**src/rtl/truco_pkg.sv**
```systemverilog
// Shared FSM state type and truco ladder constants for the scoreboard control unit.
package truco_pkg;

    typedef enum logic [3:0] {
        CLEAR_ALL,
        IDLE,
        WAIT_RODADA,
        INC_A,
        INC_B,
        CHECK_T,
        ADD_A,
        ADD_B,
        NOVA_MAO,
        FIM
    } state_t;

    localparam logic [3:0] VALOR_UM   = 4'd1;
    localparam logic [3:0] VALOR_TRES = 4'd3;
    localparam logic [3:0] VALOR_SEIS = 4'd6;
    localparam logic [3:0] VALOR_NOVE = 4'd9;
    localparam logic [3:0] VALOR_DOZE = 4'd12;

    // Any value off the ladder (or the top rung) lands on the top rung.
    function automatic logic [3:0] proximo_valor(input logic [3:0] valor);
        logic [3:0] prox;
        case (valor)
            VALOR_UM:   prox = VALOR_TRES;
            VALOR_TRES: prox = VALOR_SEIS;
            VALOR_SEIS: prox = VALOR_NOVE;
            VALOR_NOVE: prox = VALOR_DOZE;
            default:    prox = VALOR_DOZE;
        endcase
        return prox;
    endfunction

endpackage

```
**src/rtl/truco_controle_if.sv**
```systemverilog
// Bundle between the truco control unit and its surroundings (player pulses,
// datapath strobes/flags, status). master = control unit, slave = environment.
interface truco_controle_if #(
    parameter int W_VALOR = 4
);
    logic               start;
    logic               rodada_a;
    logic               rodada_b;
    logic               truco;
    logic               a_igual12;
    logic               b_igual12;
    logic               ta_igual3;
    logic               tb_igual3;
    logic               load_pa;
    logic               load_pb;
    logic               load_ta;
    logic               load_tb;
    logic               clear_pa;
    logic               clear_pb;
    logic               clear_ta;
    logic               clear_tb;
    logic [W_VALOR-1:0] valor_mao;
    logic               ocupado;
    logic               fim_jogo;
    logic               vencedor_a;
    logic               vencedor_b;

    modport master (
        input  start, rodada_a, rodada_b, truco,
        input  a_igual12, b_igual12, ta_igual3, tb_igual3,
        output load_pa, load_pb, load_ta, load_tb,
        output clear_pa, clear_pb, clear_ta, clear_tb,
        output valor_mao, ocupado, fim_jogo, vencedor_a, vencedor_b
    );

    modport slave (
        output start, rodada_a, rodada_b, truco,
        output a_igual12, b_igual12, ta_igual3, tb_igual3,
        input  load_pa, load_pb, load_ta, load_tb,
        input  clear_pa, clear_pb, clear_ta, clear_tb,
        input  valor_mao, ocupado, fim_jogo, vencedor_a, vencedor_b
    );

endinterface

```
**src/rtl/truco_controle.sv**
```systemverilog
// Control unit for the truco scoreboard: turns round/truco pulses into load/clear
// strobes for the points/tentos datapath and tracks hand value and game winner.
module truco_controle
    import truco_pkg::*;
#(
    parameter int                 W_VALOR       = 4,
    parameter logic [W_VALOR-1:0] VALOR_INICIAL = W_VALOR'(VALOR_UM),
    parameter logic [W_VALOR-1:0] VALOR_MAX     = W_VALOR'(VALOR_DOZE)
) (
    input logic              clk,
    input logic              reset,
    truco_controle_if.master bus
);

    state_t             r_state,   w_state_nxt;
    logic [W_VALOR-1:0] r_valor,   w_valor_nxt;
    logic [W_VALOR-1:0] r_rem,     w_rem_nxt;
    logic               r_novo_jogo, w_novo_jogo_nxt;
    logic               r_venc_a,  w_venc_a_nxt;
    logic               r_venc_b,  w_venc_b_nxt;
    logic               w_load_pa, w_load_pb, w_load_ta, w_load_tb;
    logic               w_clear_t;

    // NOTE: non-blocking assignments so every register samples pre-edge values.
    always_ff @(posedge clk) begin
        if (reset) begin
            r_state     <= CLEAR_ALL;
            r_valor     <= VALOR_INICIAL;
            r_rem       <= '0;
            r_novo_jogo <= 1'b0;
            r_venc_a    <= 1'b0;
            r_venc_b    <= 1'b0;
        end else begin
            r_state     <= w_state_nxt;
            r_valor     <= w_valor_nxt;
            r_rem       <= w_rem_nxt;
            r_novo_jogo <= w_novo_jogo_nxt;
            r_venc_a    <= w_venc_a_nxt;
            r_venc_b    <= w_venc_b_nxt;
        end
    end

    // NOTE: every variable gets a default first so no path can infer a latch.
    always_comb begin
        w_state_nxt     = r_state;
        w_valor_nxt     = r_valor;
        w_rem_nxt       = r_rem;
        w_novo_jogo_nxt = r_novo_jogo;
        w_venc_a_nxt    = r_venc_a;
        w_venc_b_nxt    = r_venc_b;
        w_load_pa       = 1'b0;
        w_load_pb       = 1'b0;
        w_load_ta       = 1'b0;
        w_load_tb       = 1'b0;
        w_clear_t       = 1'b0;

        case (r_state)
            CLEAR_ALL: begin
                w_valor_nxt     = VALOR_INICIAL;
                w_rem_nxt       = '0;
                w_novo_jogo_nxt = 1'b0;
                w_state_nxt     = r_novo_jogo ? WAIT_RODADA : IDLE;
            end
            IDLE: ;
            WAIT_RODADA: begin
                // A round result in the same cycle takes precedence over a raise.
                if (bus.rodada_a && !bus.rodada_b) begin
                    w_state_nxt = INC_A;
                end else if (bus.rodada_b && !bus.rodada_a) begin
                    w_state_nxt = INC_B;
                end else if (bus.truco && !bus.rodada_a && !bus.rodada_b
                             && (r_valor != VALOR_MAX)) begin
                    w_valor_nxt = W_VALOR'(proximo_valor(4'(r_valor)));
                end
            end
            INC_A: begin
                w_load_ta   = 1'b1;
                w_state_nxt = CHECK_T;
            end
            INC_B: begin
                w_load_tb   = 1'b1;
                w_state_nxt = CHECK_T;
            end
            CHECK_T: begin
                if (bus.ta_igual3) begin
                    w_state_nxt = ADD_A;
                    w_rem_nxt   = r_valor;
                end else if (bus.tb_igual3) begin
                    w_state_nxt = ADD_B;
                    w_rem_nxt   = r_valor;
                end else begin
                    w_state_nxt = WAIT_RODADA;
                end
            end
            ADD_A: begin
                w_load_pa = (r_rem != '0) && !bus.a_igual12;
                if (w_load_pa) w_rem_nxt = r_rem - W_VALOR'(1);
                if ((r_rem == '0) || bus.a_igual12) w_state_nxt = NOVA_MAO;
            end
            ADD_B: begin
                w_load_pb = (r_rem != '0) && !bus.b_igual12;
                if (w_load_pb) w_rem_nxt = r_rem - W_VALOR'(1);
                if ((r_rem == '0) || bus.b_igual12) w_state_nxt = NOVA_MAO;
            end
            NOVA_MAO: begin
                w_clear_t   = 1'b1;
                w_valor_nxt = VALOR_INICIAL;
                if (bus.a_igual12 || bus.b_igual12) begin
                    w_state_nxt  = FIM;
                    w_venc_a_nxt = bus.a_igual12;
                    w_venc_b_nxt = bus.b_igual12;
                end else begin
                    w_state_nxt = WAIT_RODADA;
                end
            end
            FIM: ;
            default: w_state_nxt = CLEAR_ALL;
        endcase

        // start aborts anything in flight; CLEAR_ALL wipes partial points.
        if (bus.start) begin
            w_state_nxt     = CLEAR_ALL;
            w_novo_jogo_nxt = 1'b1;
            w_venc_a_nxt    = 1'b0;
            w_venc_b_nxt    = 1'b0;
        end
    end

    assign bus.load_pa    = w_load_pa && !reset;
    assign bus.load_pb    = w_load_pb && !reset;
    assign bus.load_ta    = w_load_ta && !reset;
    assign bus.load_tb    = w_load_tb && !reset;
    assign bus.clear_pa   = reset || (r_state == CLEAR_ALL);
    assign bus.clear_pb   = reset || (r_state == CLEAR_ALL);
    assign bus.clear_ta   = reset || (r_state == CLEAR_ALL) || w_clear_t;
    assign bus.clear_tb   = reset || (r_state == CLEAR_ALL) || w_clear_t;
    assign bus.valor_mao  = r_valor;
    assign bus.ocupado    = !(r_state inside {IDLE, WAIT_RODADA, FIM});
    assign bus.fim_jogo   = (r_state == FIM);
    assign bus.vencedor_a = r_venc_a;
    assign bus.vencedor_b = r_venc_b;

endmodule
```
**src/flat_wrapper.sv**
```systemverilog
// flat-port wrapper written by rule: the top's interface ports become plain ports
module truco_controle_flat import truco_pkg::*;
#(
    parameter int                 W_VALOR       = 4,
    parameter logic [W_VALOR-1:0] VALOR_INICIAL = W_VALOR'(VALOR_UM),
    parameter logic [W_VALOR-1:0] VALOR_MAX     = W_VALOR'(VALOR_DOZE)
)
  (clk, reset, bus_start, bus_rodada_a, bus_rodada_b, bus_truco, bus_a_igual12, bus_b_igual12, bus_ta_igual3, bus_tb_igual3, bus_load_pa, bus_load_pb, bus_load_ta, bus_load_tb, bus_clear_pa, bus_clear_pb, bus_clear_ta, bus_clear_tb, bus_valor_mao, bus_ocupado, bus_fim_jogo, bus_vencedor_a, bus_vencedor_b);
  truco_controle_if #(.W_VALOR(W_VALOR)) bus_i ();
  input logic clk;
  input logic reset;
  input wire logic [$bits(bus_i.start)-1:0] bus_start;
  input wire logic [$bits(bus_i.rodada_a)-1:0] bus_rodada_a;
  input wire logic [$bits(bus_i.rodada_b)-1:0] bus_rodada_b;
  input wire logic [$bits(bus_i.truco)-1:0] bus_truco;
  input wire logic [$bits(bus_i.a_igual12)-1:0] bus_a_igual12;
  input wire logic [$bits(bus_i.b_igual12)-1:0] bus_b_igual12;
  input wire logic [$bits(bus_i.ta_igual3)-1:0] bus_ta_igual3;
  input wire logic [$bits(bus_i.tb_igual3)-1:0] bus_tb_igual3;
  output wire logic [$bits(bus_i.load_pa)-1:0] bus_load_pa;
  output wire logic [$bits(bus_i.load_pb)-1:0] bus_load_pb;
  output wire logic [$bits(bus_i.load_ta)-1:0] bus_load_ta;
  output wire logic [$bits(bus_i.load_tb)-1:0] bus_load_tb;
  output wire logic [$bits(bus_i.clear_pa)-1:0] bus_clear_pa;
  output wire logic [$bits(bus_i.clear_pb)-1:0] bus_clear_pb;
  output wire logic [$bits(bus_i.clear_ta)-1:0] bus_clear_ta;
  output wire logic [$bits(bus_i.clear_tb)-1:0] bus_clear_tb;
  output wire logic [$bits(bus_i.valor_mao)-1:0] bus_valor_mao;
  output wire logic [$bits(bus_i.ocupado)-1:0] bus_ocupado;
  output wire logic [$bits(bus_i.fim_jogo)-1:0] bus_fim_jogo;
  output wire logic [$bits(bus_i.vencedor_a)-1:0] bus_vencedor_a;
  output wire logic [$bits(bus_i.vencedor_b)-1:0] bus_vencedor_b;
  assign bus_i.start = bus_start;
  assign bus_i.rodada_a = bus_rodada_a;
  assign bus_i.rodada_b = bus_rodada_b;
  assign bus_i.truco = bus_truco;
  assign bus_i.a_igual12 = bus_a_igual12;
  assign bus_i.b_igual12 = bus_b_igual12;
  assign bus_i.ta_igual3 = bus_ta_igual3;
  assign bus_i.tb_igual3 = bus_tb_igual3;
  assign bus_load_pa = bus_i.load_pa;
  assign bus_load_pb = bus_i.load_pb;
  assign bus_load_ta = bus_i.load_ta;
  assign bus_load_tb = bus_i.load_tb;
  assign bus_clear_pa = bus_i.clear_pa;
  assign bus_clear_pb = bus_i.clear_pb;
  assign bus_clear_ta = bus_i.clear_ta;
  assign bus_clear_tb = bus_i.clear_tb;
  assign bus_valor_mao = bus_i.valor_mao;
  assign bus_ocupado = bus_i.ocupado;
  assign bus_fim_jogo = bus_i.fim_jogo;
  assign bus_vencedor_a = bus_i.vencedor_a;
  assign bus_vencedor_b = bus_i.vencedor_b;
  truco_controle #(.W_VALOR(W_VALOR), .VALOR_INICIAL(VALOR_INICIAL), .VALOR_MAX(VALOR_MAX)) u_core (.clk(clk), .reset(reset), .bus(bus_i));
endmodule
```
**config.mk**
```make
export PLATFORM = sky130hd
export DESIGN_NAME = truco_controle_flat
export DESIGN_NICKNAME = d
export VERILOG_FILES = /design/src/rtl/truco_pkg.sv /design/src/rtl/truco_controle_if.sv /design/src/rtl/truco_controle.sv /design/src/flat_wrapper.sv
export SDC_FILE = /design/constraint.sdc
export NUM_CORES = 1
export LEC_CHECK = 0
export BUFFER_PORTS_ARGS = -buffer_cell sky130_fd_sc_hd__buf_4
export CORE_MARGIN = 5
export CORE_UTILIZATION = 50
export DETAILED_ROUTE_END_ITERATION = 8
export HOLD_SLACK_MARGIN = 0.03
export PLACE_DENSITY = 0.76
export SYNTH_ARGS = -nofsm -noshare
export SYNTH_HDL_FRONTEND = slang
export SYNTH_SLANG_ARGS = --single-unit
```
**constraint.sdc**
```tcl
create_clock -name clk -period 2.36 [get_ports clk]
set_clock_uncertainty 0.1 [all_clocks]
set_input_delay 0.118 -clock clk [delete_from_list [all_inputs] [get_ports clk]]
set_output_delay 0.118 -clock clk [all_outputs]
set_load 0.02 [all_outputs]
```
; ---- Word level (Yosys, flattened, before mapping)
; Cells that the tools add are included.
; W data, S select, Z words.
[classes]
n_eq_ne = 22
div_mod_pow = 0
bitwise = 1
magnitude_cmp = 0
n_mux = 26
mul = 0
reduce_logical = 37
n_shift = 0
add_sub_neg = 1
[op_table]
columns = cell, count
row1 = $mux W4, 13
row2 = $pmux W4 S8, 1
row3 = $eq A4 B3 Y1 const B, 5
row4 = $pmux W4 S4, 1
row5 = $eq A4 B2 Y1 const B, 3
row6 = $pmux W4 S3, 1
row7 = $reduce_and A4 Y1, 3
row8 = $logic_and A1 B1 Y1, 11
row9 = $ne A2 B1 Y1 const B, 5
row10 = $eq A4 B1 Y1 const B, 2
row11 = $eq A4 B4 Y1 const B, 2
row12 = $logic_not A4 Y1, 2
row13 = $pmux W4 S2, 1
row14 = $reduce_bool A4 Y1, 2
row15 = $reduce_or A2 Y1, 4
row16 = $mux W1, 7
row17 = $logic_not A1 Y1, 6
row18 = $logic_or A1 B1 Y1, 5
row19 = $ne A2 B2 Y1 const B, 2
row20 = $ne A4 B4 Y1 const B, 1
row21 = $reduce_bool A2 Y1, 2
row22 = $sub A4 B1 Y4 const B, 1
row23 = $mux W3, 1
row24 = $ne A3 B1 Y1 const B, 1
row25 = 5 further kinds, 5
[totals]
elab_cells = 93
mem_bits_rw = 0
mem_bits_ro = 0
mem_count = 0
latchBits = 0
ff_bits = 15

; ---- Logic depth before layout (Yosys ltp)
; Gate-level depths: netlist (run 1).
[logic_depth]
depth_word = 8
ltp_mapped = 5
ltp_nobuf = 5

; ---- Worst setup path before layout (run 1)
; No wires, ideal clock.
[synth_path]
kind = register to register
start = register u_core.r_state[0]
end = register u_core.r_state[3]
path_stages_with_launch = 4
t_arrival_ns = 1.591
setup_slack_ns = 0.610
t_required_ns = 2.200
cell_sequence = dfxtp_1 buf_2 nor4bb_1 o21ba_2
[synth_via]
elab_chain_len = 4
word_cells_on_any_way = 18
cone_classes = eq/ne (12) / mux (1) / bitwise (1) / reduce/logical (4)
[synth_rtl]
columns = element, line_no
row1 = "start, declared", truco_controle.sv:15  ; state_t r_state, w_state_nxt;
row2 = "start signal, assigned", truco_controle.sv:34  ; r_state <= w_state_nxt;
row3 = $eq A4 B4 Y1 *, --
row4 = net bus_fim_jogo, flat_wrapper.sv:30  ; output wire logic [$bits(bus_i.fim_jogo)-1:0] bus_fim_jogo;
row5 = $reduce_or A2 Y1 (no line) *, --
row6 = branches (longest 2 deep; another with $pmux W4 S8), --
; Mark *: on every way through the listed nets, which the timed path passes.
; A chain may end at the register's enable or synchronous reset.

; ---- Worst setup path in the final report (run 1)
[layout_path]
start = register u_core.r_state[0]
end = register u_core.r_rem[1]
[layout_via]
elab_chain_len = 3
word_cells_on_any_way = 10
cone_classes = eq/ne (6) / mux (1) / reduce/logical (3)
[layout_rtl]
columns = element, line_no
row1 = $eq A4 B3 Y1 / $logic_not A4 Y1 (equally long branches), truco_controle.sv:57  ; case (r_state)
row2 = $ne A3 B3 Y1 (no line) (tied with other cells), --
row3 = $reduce_and A4 Y1 (no line), --
row4 = "end signal, assigned", truco_controle.sv:36  ; r_rem <= w_rem_nxt;
row5 = "end, declared", truco_controle.sv:17  ; logic [W_VALOR-1:0] r_rem, w_rem_nxt;
; Several ways; a longest one is shown, not always the timed one.

==> flow_summary.ini, run 1 <==
[timing]
hold_viol_final = 0
maxSlewViolCount = 0
period_share_pct = 86.6
worst_pin_slew_ps = 509
fin_crit_ps = 2040
rsz0062_at_grt = false
fmax_mhz = 489
setup_violations = 0
setup_tns_ps = 0
max_slew_margin_pct = 66.1

[placement]
place_hpwl_mm = 1.86
place.gp.congestion = 0.834
numPortBuffers = 25
place_inst = 170

[run]
cap_violations = 0

[worst_setup_path]
crit_chain = mux2_2, a211o_1, a221oi_1, a211oi_1
max_stage_delay_ps = 650
crit_slowest_cell = dfxtp_1
required_ps = 2430
r2r_slack_ps = 320
worstPathArrival_ps = 2120
timing.rr.end = u_core.r_rem[1]
ff2ff_path_depth = 4
startpoint_type = flip-flop
cp-end-kind = flip-flop
critical_path.max_fanout = 17
crit_type = reg -> reg
r2r_start = u_core.r_state[0]

[min_path]
min_from = bus_a_igual12
min_to = u_core.bus.vencedor_a
min_path_type = in -> reg
timing.hold.worst_path_depth = 3

[grt]
antenna_found_initial = 0
grt_overflow = 0
grt_pass1_vias = 895
grt_use_total_pct = 16.4
grt_first_pass_wirelength_mm = 4.14
grt_max_degree = 18

[routing]
avgRoutedWirePerCell_um = 13.8
ant_nets = 0
drt_iter0_drc = 33
vias_per_cell = 5.93
drt_first_pass_iters = 4
num_vias = 1049
drc = 0
wl_mm = 2.44

[floorplan]
start_util_pct = 52.2
die_area_sq_mm = 0.00305
die_w_um = 55.3
rows = 16
core_sq_mm = 0.00196
pin_count = 26
fp.dieH_um = 55.3

[yosys]
synthAdderAreaFrac_pct = 2.44
synth_edf_count = 0
ys_seq_area_share_pct = 29.3
synth_cell_types = 45
synth_top_area_share_pct = 29.3
avgSynthCellArea_sq_um = 8.26
yosys_warnings = 0
syn_area_sq_mm = 0.00102
synthCells = 124
synth_nets = 136
synthSimpleGateAreaFrac_pct = 31.7
synth_compound_gate_area_share_pct = 27.4
synth-seq-cells = 15
synth_xor_area_share_pct = 1.71
synth_top_family_by_area = simple AND/OR/NAND/NOR gates
synth_mux_area_share_pct = 3.05
synth_area_leaders = dfxtp_1 (29%), nor2_1 (4.8%), a21oi_1 (4.4%)
yosys.area.top_type = dfxtp_1
async_flop_share_pct = 0
synth_flop_cell = dfxtp_1

[power_and_ir_drop]
report.power.total_uw = 524
comb_power_share_pct = 20.0
p_sw_uw = 148
power_frac_seq_pct = 51.6
p_leak_nw = 0.476
vdd_drop_max_uv = 356
internal_power_uw = 376
switching_share_pct = 28.3
pwr-share-clk_pct = 28.5
power_density_mw_per_mm2 = 413

[cells_and_area]
regArea_sq_um = 300
final_cell_mix = buf_4 (25), dfxtp_1 (15), nor2_1 (13)
multi_input_area_sq_um = 679
drive_above_1_share_pct = 25.3
final_cells = 177
final_common_cell = buf_4
finalNetCount = 163
antennaDiodeCount = 0
syn_to_final_growth_pct = 23.8
fillers = 198

[clock_tree]
clockRootBuffer = clkbuf_4
clk_pin_slew_ps = 90
htree_levels = 1
cts_tree = done
postCtsSetupBuffers = 0
cts_made_buffers = 3
ctsHoldBuffers = 3
clk_latency_ps = 280
cts_resized = 0
clockBufferDepth = 2
clock-sinks = 15

[outcome]
outcome = completed
## worst max path at each step
stage | depth (start not counted) | startpoint | slack [ps] | endpoint
2_1_floorplan | 3 | u_core.r_state[0] | 610 | u_core.r_state[3]
3_3_place_gp | 4 | u_core.r_state[0] | 460 | u_core.r_rem[0]
3_5_place_dp | 4 | u_core.r_state[0] | 360 | u_core.r_rem[1]
4_1_cts | 4 | u_core.r_state[0] | 350 | u_core.r_rem[1]
5_1_grt | 4 | u_core.r_state[1] | 170 | bus_load_pb
6_report | 4 | u_core.r_state[0] | 320 | u_core.r_rem[1]
## cell usage after synthesis (2+ instances only)
cell type,number
o32ai_1,2
nor2_1,13
dfxtp_1,15
buf_2,3
or3b_2,2
nor4bb_1,3
ha_1,2
a21o_1,2
o21ai_0,5
buf_4,2
a21oi_1,9
a211oi_1,4
inv_1,3
nand2_1,11
mux2i_1,2
o31ai_1,3
a221oi_1,2
nor2b_1,4
a31oi_1,2
o211a_1,2
o21ai_1,2
nor3_1,4
nand2b_1,5
## layer usage
metal,GRT usage (%),vias to the layer above,wire length [um],share of wire (%)
li1,-,515,-,-
met1,22.5,489,1170,48
met2,24.7,40,1040,42
met3,4.66,5,207,8.5
met4,5.21,0,31,1.3
met5,0,-,0,0
## sequential cells by signal, summed over array words and instances, names as in the netlist
name,flops
u_core.bus.valor_mao,4
u_core.r_rem,4
u_core.r_state,4
u_core.bus.vencedor_a,1
u_core.bus.vencedor_b,1
u_core.r_novo_jogo,1
## kinds of logic (layout without fill, tap and decap cells)
| group | after synthesis | after routing |
|---|---|---|
| fa+ha+maj | 2 | 2 |
| flops | 15 | 15 |
| mux | 3 | 3 |
| buf+inv | 9 | 35 |
| simple gates | 53 | 53 |
| compound gates | 40 | 40 |
| xor+xnor | 2 | 2 |
## power groups by stage
stage	clock [mW]	sequential [mW]	combinational [mW]
detailed placement	0	0.276	0.0999
CTS	0.151	0.270	0.104
finish	0.149	0.270	0.105
global placement	0	0.275	0.0994
floorplan	0	0.270	0.0733
global route	0.161	0.272	0.116
## worst max-delay path, delay by kind of cell (launching register included)
family | cells | cell delay [ps]
AO/OA/AOI/OAI | 3 | 760
multiplexers | 1 | 420
flip-flops | 1 | 650
## cell type report
type | count | share of cell area [%]
clock buffer | 4 | 2.07
multi-input combinational | 100 | 53.6
inverter | 3 | 0.888
sequential | 15 | 23.7
tap | 27 | 2.66
timing repair buffer | 28 | 17.2
## stage by stage
step / hold WS [ps] / setup WS [ps] / area (sq um) / util [%]
2_1_floorplan: 135 / 610 / 1020 / -
3_5_place_dp: 240 / 360 / 1210 / 61.8
3_3_place_gp: 230 / 462 / 1210 / 61.8
6_report: 34.0 / 316 / 1270 / 64.7
5_1_grt: 54.9 / 166 / 1270 / 64.7
4_1_cts: 33.0 / 347 / 1270 / 64.7
Power figures use the tool's default switching activity.
==> run 2, diff against run 1 <==
--- a/config.mk
+++ b/config.mk
@@ -10,7 +10,7 @@
 export CORE_UTILIZATION = 50
 export DETAILED_ROUTE_END_ITERATION = 8
 export HOLD_SLACK_MARGIN = 0.03
-export PLACE_DENSITY = 0.76
+export PLACE_DENSITY = 0.86
 export SYNTH_ARGS = -nofsm -noshare
 export SYNTH_HDL_FRONTEND = slang
 export SYNTH_SLANG_ARGS = --single-unit
==> flow_summary.ini, run 2 (synthesized netlist as in run 1, its figures left out) <==
[worst_setup_path]
cp-end-kind = output pin
ff2ff_path_depth = 4
r2r_slack_ps = 350
max_stage_delay_ps = 570
required_ps = 2140
path_delay_family = flip-flops
worstPathArrival_ps = 1830
path_buf_inv = 1
crit_slowest_cell = dfxtp_1
crit_chain = nand3b_2, a21o_1, nor4_1, buf_4
critical_path.max_fanout = 12
startpoint_type = flip-flop
setup.worst_path.start = u_core.r_state[1]
worstSetupEndpoint = bus_load_pa
r2r_start = u_core.r_state[0]
timing.rr.end = u_core.r_rem[1]
cp.depth = 4
crit_type = reg -> out

[routing]
drt_iter0_drc = 31
vias_per_cell = 5.81
num_vias = 1040
wl_mm = 2.56
avgRoutedWirePerCell_um = 14.3
drt_first_pass_iters = 4
ant_nets = 0
drc = 0

[outcome]
outcome = completed

[cells_and_area]
regArea_sq_um = 300
multi_input_area_sq_um = 679
antennaDiodeCount = 0
drive_above_1_share_pct = 25.0
final_cell_mix = buf_4 (25), dfxtp_1 (15), nor2_1 (13)
final_common_cell = buf_4
syn_to_final_growth_pct = 25.8
finish.utilization_pct = 65.7
finalNetCount = 165
fillers = 183

[clock_tree]
clk_pin_slew_ps = 90
ctsHoldBuffers = 5
clockBufferDepth = 2
clk_latency_ps = 280
cts_tree = done
clock-sinks = 15
clockRootBuffer = clkbuf_4
cts_made_buffers = 3
htree_levels = 1
cts_resized = 0
postCtsSetupBuffers = 0

[min_path]
min_path_type = in -> reg
min_from = bus_ta_igual3

[placement]
numPortBuffers = 25
place_hpwl_mm = 1.95
dp_slack_ps = 381
place.gp.congestion = 0.825

[floorplan]
start_util_pct = 52.2
die_w_um = 55.3
core_sq_mm = 0.00196
rows = 16
fp.dieH_um = 55.3
pin_count = 26
die_area_sq_mm = 0.00305

[grt]
grt_overflow = 0
grt_pass1_vias = 932
grt_max_degree = 18
antenna_found_initial = 0
grt_first_pass_wirelength_mm = 4.42
grt_use_total_pct = 17.3

[timing]
maxSlewViolCount = 0
hold_viol_final = 0
max_slew_margin_pct = 67.5
period_share_pct = 86.6
setup_slack_ps = 315
fmax_mhz = 489
setup_tns_ps = 0
setup_violations = 0
fin_crit_ps = 2040
rsz0062_at_grt = false
worst_pin_slew_ps = 487

[power_and_ir_drop]
power_density_mw_per_mm2 = 409
p_leak_nw = 0.484
vdd_drop_max_uv = 235

[run]
cap_violations = 0
-- run 2: worst min-delay path, cell delays in order --
cell and delay (ps):
buf_4 90, nand3b_1 100, o211a_1 140, a31oi_1 70
-- run 2: worst min-delay path by stage --
stage                                     to  cells after the start
after floorplan           u_core.r_novo_jogo                      2
after global placement    u_core.r_novo_jogo                      3
after detailed placement  u_core.r_novo_jogo                      3
after CTS                  u_core.r_state[0]                      4
after global routing       u_core.r_state[0]                      4
final                      u_core.r_state[0]                      4
-- run 2: where the power goes --
| group | switching [mW] | internal [mW] | total [mW] |
|---|---|---|---|
| clock | 0.0828 | 0.0656 | 0.148 |
| combinational | 0.0557 | 0.0531 | 0.109 |
| sequential | 0.0106 | 0.259 | 0.270 |
| total | 0.149 | 0.378 | 0.527 |
-- run 2: area by class of cell --
| type | count | area share [%] |
|---|---|---|
| inverter | 3 | 0.874 |
| timing repair buffer | 30 | 18.4 |
| tap | 27 | 2.62 |
| multi-input combinational | 100 | 52.7 |
| sequential | 15 | 23.3 |
| clock buffer | 4 | 2.04 |
-- run 2: metrics by stage --
stage | instance area [sq um] | total power, mW | std cells | hold WS, ps
after floorplan | 1020 | 0.343 | 124 | 135
after global placement | 1210 | 0.373 | 170 | 231
after detailed placement | 1210 | 0.376 | 170 | 238
after CTS | 1290 | 0.530 | 179 | 179
after global routing | 1290 | 0.549 | 179 | 198
final | 1290 | 0.527 | 179 | 190
-- run 2: per-layer routing --
metal / track usage (%) / wire length [um] / share of wire [%] / vias to the layer above
met5: 0 / 0 / 0 / -
met4: 6.25 / 42 / 1.6 / 0
met3: 3.73 / 193 / 7.6 / 5
met2: 28.9 / 1240 / 49 / 49
met1: 21.8 / 1080 / 42 / 465
li1: - / - / - / 521
